## src/rtl/sim_controller.sv

```systemverilog
// Speed/click front end for the life board: issues generation steps from a
// tick accumulator and turns cursor clicks into a read-invert-write of one cell.
module sim_controller #(
  parameter int unsigned LOG_BOARD_SIZE = 6,
  parameter int unsigned LOG_MAX_SPEED  = 4,
  parameter int unsigned LOG_TICK_BASE  = 22
) (
  input  logic                        clk_in,
  input  logic                        rst_n_in,
  input  logic                        click_in,
  input  logic [LOG_MAX_SPEED-1:0]    speed_in,
  input  logic [LOG_BOARD_SIZE-1:0]   cursor_x_in,
  input  logic [LOG_BOARD_SIZE-1:0]   cursor_y_in,
  input  logic                        gen_ready_in,
  output logic                        gen_step_out,
  output logic [2*LOG_BOARD_SIZE-1:0] edit_addr_out,
  output logic                        edit_rd_out,
  input  logic                        edit_rd_data_in,
  output logic                        edit_wr_out,
  output logic                        edit_wr_data_out,
  output logic                        busy_out
);

  localparam int unsigned ADDR_W = 2 * LOG_BOARD_SIZE;
  localparam int unsigned ACC_W  = LOG_TICK_BASE;
  localparam int unsigned SUM_W  = LOG_TICK_BASE + 1;

  typedef enum logic [2:0] {
    S_IDLE,
    S_STEP,
    S_RUN_LO,
    S_RUN_HI,
    S_RD,
    S_RD_WAIT,
    S_WR
  } state_t;

  state_t              state_q, state_d;
  logic [ACC_W-1:0]    acc_q;
  logic                step_pend_q;
  logic                edit_pend_q;
  logic                click_q;
  logic [ADDR_W-1:0]   edit_addr_q;
  logic                gen_step_q, edit_rd_q, edit_wr_q, wr_data_q, busy_q;

  logic [SUM_W-1:0]    acc_sum_c;
  logic                carry_c;
  logic                click_edge_c;
  logic                gen_step_d, edit_rd_d, edit_wr_d, wr_data_d, busy_d;

  assign acc_sum_c    = SUM_W'(acc_q) + SUM_W'(speed_in);
  assign carry_c      = acc_sum_c[SUM_W-1];
  assign click_edge_c = click_in & ~click_q;

  // Rate accumulator; a carry raises a step request, extra carries collapse into it
  always_ff @(posedge clk_in or negedge rst_n_in) begin
    if (!rst_n_in) begin
      acc_q       <= '0;
      step_pend_q <= 1'b0;
    end else if (speed_in == '0) begin
      step_pend_q <= 1'b0;
    end else begin
      acc_q <= acc_sum_c[ACC_W-1:0];
      if (state_q == S_STEP) begin
        step_pend_q <= 1'b0;
      end else if (carry_c) begin
        step_pend_q <= 1'b1;
      end
    end
  end

  // click_q resets high so a button held through reset is not seen as a new press
  always_ff @(posedge clk_in or negedge rst_n_in) begin
    if (!rst_n_in) begin
      click_q     <= 1'b1;
      edit_pend_q <= 1'b0;
      edit_addr_q <= '0;
    end else begin
      click_q <= click_in;
      if (state_q == S_WR) begin
        edit_pend_q <= 1'b0;
      end else if (click_edge_c && !edit_pend_q) begin
        edit_pend_q <= 1'b1;
        edit_addr_q <= {cursor_y_in, cursor_x_in};
      end
    end
  end

  always_ff @(posedge clk_in or negedge rst_n_in) begin
    if (!rst_n_in) begin
      state_q    <= S_IDLE;
      gen_step_q <= 1'b0;
      edit_rd_q  <= 1'b0;
      edit_wr_q  <= 1'b0;
      wr_data_q  <= 1'b0;
      busy_q     <= 1'b0;
    end else begin
      state_q    <= state_d;
      gen_step_q <= gen_step_d;
      edit_rd_q  <= edit_rd_d;
      edit_wr_q  <= edit_wr_d;
      wr_data_q  <= wr_data_d;
      busy_q     <= busy_d;
    end
  end

  // Outputs are decoded from the next state so each strobe is high while its state is current
  always_comb begin
    state_d   = state_q;
    wr_data_d = 1'b0;
    case (state_q)
      S_IDLE: begin
        if (gen_ready_in && edit_pend_q) begin
          state_d = S_RD;
        end else if (gen_ready_in && step_pend_q) begin
          state_d = S_STEP;
        end
      end
      S_STEP:   state_d = S_RUN_LO;
      S_RUN_LO: if (!gen_ready_in) state_d = S_RUN_HI;
      S_RUN_HI: if (gen_ready_in) state_d = S_IDLE;
      S_RD:     state_d = S_RD_WAIT;
      S_RD_WAIT: begin
        state_d   = S_WR;
        wr_data_d = ~edit_rd_data_in;
      end
      S_WR:     state_d = S_IDLE;
      default:  state_d = S_IDLE;
    endcase
    gen_step_d = (state_d == S_STEP);
    edit_rd_d  = (state_d == S_RD);
    edit_wr_d  = (state_d == S_WR);
    busy_d     = (state_d != S_IDLE);
  end

  assign gen_step_out     = gen_step_q;
  assign edit_rd_out      = edit_rd_q;
  assign edit_wr_out      = edit_wr_q;
  assign edit_wr_data_out = wr_data_q;
  assign busy_out         = busy_q;
  assign edit_addr_out    = edit_addr_q;

endmodule

```

## config.mk

```make
export PLATFORM = sky130hd
export DESIGN_NAME = sim_controller
export DESIGN_NICKNAME = d
export VERILOG_FILES = /design/src/rtl/sim_controller.sv
export SDC_FILE = /design/constraint.sdc
export NUM_CORES = 1
export LEC_CHECK = 0
export ABC_AREA = 1
export CORE_UTILIZATION = 50
export DETAILED_ROUTE_END_ITERATION = 16
export HOLD_SLACK_MARGIN = 0.15
export PLACE_DENSITY = 0.76
export SLEW_MARGIN = 20
export SYNTH_ARGS = -nofsm -noshare
export SYNTH_HDL_FRONTEND = slang
export SYNTH_SLANG_ARGS = --single-unit
```

## constraint.sdc

```tcl
create_clock -name clk_in -period 2.5 [get_ports clk_in]
set_input_delay 0.5 -clock clk_in [delete_from_list [all_inputs] [get_ports clk_in]]
set_output_delay 0.5 -clock clk_in [all_outputs]
set_load 0.01 [all_outputs]
```

==> results.cfg <==
[timing]
layout_setup_ws_ns = 0.417
slew_viol_final = 0
holdWs_ns = 0.487
setup_viol = 0
fin_crit_sh = 0.833
finalCriticalPeriod_ns = 2.08
final-hold-violation-count = 0
finalSetupTns_ns = 0
fmax_ghz = 0.480
skew_ns = 0.00759
rsz0062_at_grt = no
relSlewSlack = 0.690
worstMarginPinSlew_ns = 0.466

[synthesis]
ys_seq_elements = 45
synth_cell_type_count = 27
synth_compound_area_frac = 0.0407
yosysWarnings = 0
ys.flop_type = dfrtp_1
synth-xor-area-share = 0.0308
synth_nets = 288
synth_mux_area_frac = 0.0758
syn_area_per_cell_um2 = 8.69
synth_top_family_by_area = simple AND/OR/NAND/NOR gates
async_flop_share = 1.00
synthSimpleGateAreaFrac = 0.260
synthAdderAreaFrac = 0.0308
syn_area_um2 = 2280
yosysSeqAreaShare = 0.495
synthCells = 262
synth-edff-count = 0

[route]
drc = 0
vias = 1786
ant_nets = 0
totalWireLength_um = 4420
wl_per_cell_um = 12.3
firstDrtPassIters = 4
viasPerCell = 4.95
drt_iter0_drc = 153

[grt]
grt_pass1_wl_um = 7950
globalRouteOverflowTotal = 0
track_usage = 0.207
grt_max_degree = 21
grt_pass1_vias = 1796
antenna_found_initial = 0

[clocking]
root_buffer = clkbuf_8
numCtsBuffers = 5
htreeDepth = 2
postCtsSetupBuffers = 0
cts_resized = 0
cts_sinks = 45
clkTransAtPathRegs_ns = 0.09
clk_latency_ns = 0.30
clock_path_buffers = 2
holdBufCountCts = 1
tritoncts = done

[worst_setup_path]
regToRegStartpoint = acc_q[0]
r2r_end = acc_q[18]
reg2reg_depth = 11
critPathArrivalTime_ns = 2.28
required_ns = 2.70
cp_top_family = buffers and inverters
startpoint_type = input port
cpMostUsedCell = nand2_1
path_buf_inv = 3
cpPeakStageDelay_ns = 0.48
path_max_fanout = 4
critPathKind = in2reg
endpoint_kind = flop
cp_slowest_cell = clkdlybuf4s50_1
reg2reg_slack_ns = 0.76
crit_chain = clkdlybuf4s50_1 -> ha_1 -> inv_1 -> fa_1 -> inv_1 -> nand2_1 -> nand3_2 -> nand2_1 -> nor2_2 -> nand2_1 -> nand2_1 -> nand2_1

[place]
portBuffers = 37
pre_cts_ws_ns = 0.0928
placed_cells = 352
gp_congestion = 0.868
dp.final_hpwl_um = 3430

[worst_hold_path]
hold_class = reg2reg
hp-start = acc_q[0]
holdPathEnd = acc_q[0]
whs_path_depth = 2

[cells_and_area]
area_growth_syn_to_layout_pct = 23.8
final_common_cell = nand2_1
nets = 334
final_util = 0.648
fillCellCount = 340
drive_gt1_frac = 0.110
instances_no_fill = 361
final_cell_mix = nand2_1 (80), dfrtp_1 (44), clkdlybuf4s50_1 (36)
insertedDiodeCount = 0

[pwr]
p_per_area_nw_per_um2 = 968
leakage_nw = 1.37
ir_drop_mv = 0.592

[run_status]
status = completed

[die]
core-area_um2 = 4350
pin_count = 38
start_util = 0.523
die_y_um = 69.5
die_w_um = 69.5
dieArea_um2 = 4830
placementRows = 24

[flow_run]
drv.max_cap_violation_count = 0
==> registers in the layout, summed over array words and instances (netlist names) <==
| signal | count |
|---|---|
| edit_wr_data_out | 1 |
| edit_pend_q | 1 |
| edit_rd_out | 1 |
| step_pend_q | 1 |
| acc_q | 22 |
| click_q | 1 |
| state_q | 3 |
| gen_step_out | 1 |
| edit_addr_out | 12 |
| busy_out | 1 |
| edit_wr_out | 1 |
==> Yosys cell counts, drive strengths merged, types with 4 or more instances <==
cell type | count | area, um2
xnor2 | 4 | 35.0
ha | 4 | 50.1
nand3 | 13 | 70.1
nand2 | 83 | 319
mux2 | 12 | 173
inv | 35 | 131
nand3b | 4 | 30.0
o21ai | 12 | 63.8
xor2 | 4 | 35.0
nand4 | 6 | 37.5
nor2 | 29 | 114
dfrtp | 44 | 1100
==> kinds of logic after synthesis <==
family,count (synthesis)
AO/OA/AOI/OAI,16
buffers and inverters,38
adder cells (fa/ha/maj),5
flip-flops,45
AND/OR/NAND/NOR,138
multiplexers,12
XOR/XNOR,8
==> how the worst max path moves through the flow <==
| stage | start | to | slack, ns | depth (start not counted) |
|---|---|---|---|---|
| 2_1_floorplan | speed_in[0] | acc_q[18] | 0.75 | 11 |
| 3_3_place_gp | speed_in[0] | acc_q[18] | 0.18 | 12 |
| 3_5_place_dp | speed_in[0] | acc_q[18] | 0.09 | 12 |
| 4_1_cts | speed_in[0] | acc_q[18] | 0.41 | 12 |
| 5_1_grt | speed_in[0] | acc_q[18] | 0.28 | 12 |
| 6_report | speed_in[0] | acc_q[18] | 0.42 | 12 |
==> tightest hold or removal path, cell delays in order, from the launching register on <==
cell     delay, ns
dfrtp_1       0.35
nand2_1       0.06
nand2_1       0.05
==> layer usage <==
metal	share of wire	vias to the layer above	track usage
li1	-	911	-
met1	0.46	828	0.285
met2	0.48	39	0.327
met3	0.045	8	0.0451
met4	0.016	0	0.0635
met5	0	-	0
==> power by group <==
group / switching (mW) / internal, mW
sequential: 0.172 / 0.970
combinational: 0.540 / 0.575
clock: 0.249 / 0.224
total: 0.960 / 1.77
==> metrics by stage <==
stage          power (mW)  area (um2)
2_1_floorplan        1.83        2280
3_3_place_gp         2.24        2710
3_5_place_dp         2.27        2710
4_1_cts              2.75        2820
5_1_grt              2.94        2820
6_report             2.73        2820
==> final cells by class <==
cell class | instances | area (um2) | share of cell area
Clock buffer | 6 | 82.6 | 0.0293
Clock inverter | 2 | 13.8 | 0.00488
Inverter | 36 | 135 | 0.0479
Multi-Input combinational cell | 179 | 998 | 0.354
Sequential cell | 45 | 1130 | 0.400
Tap cell | 52 | 65.1 | 0.0231
Timing Repair Buffer | 41 | 398 | 0.141
Power figures use the tool's default switching activity.
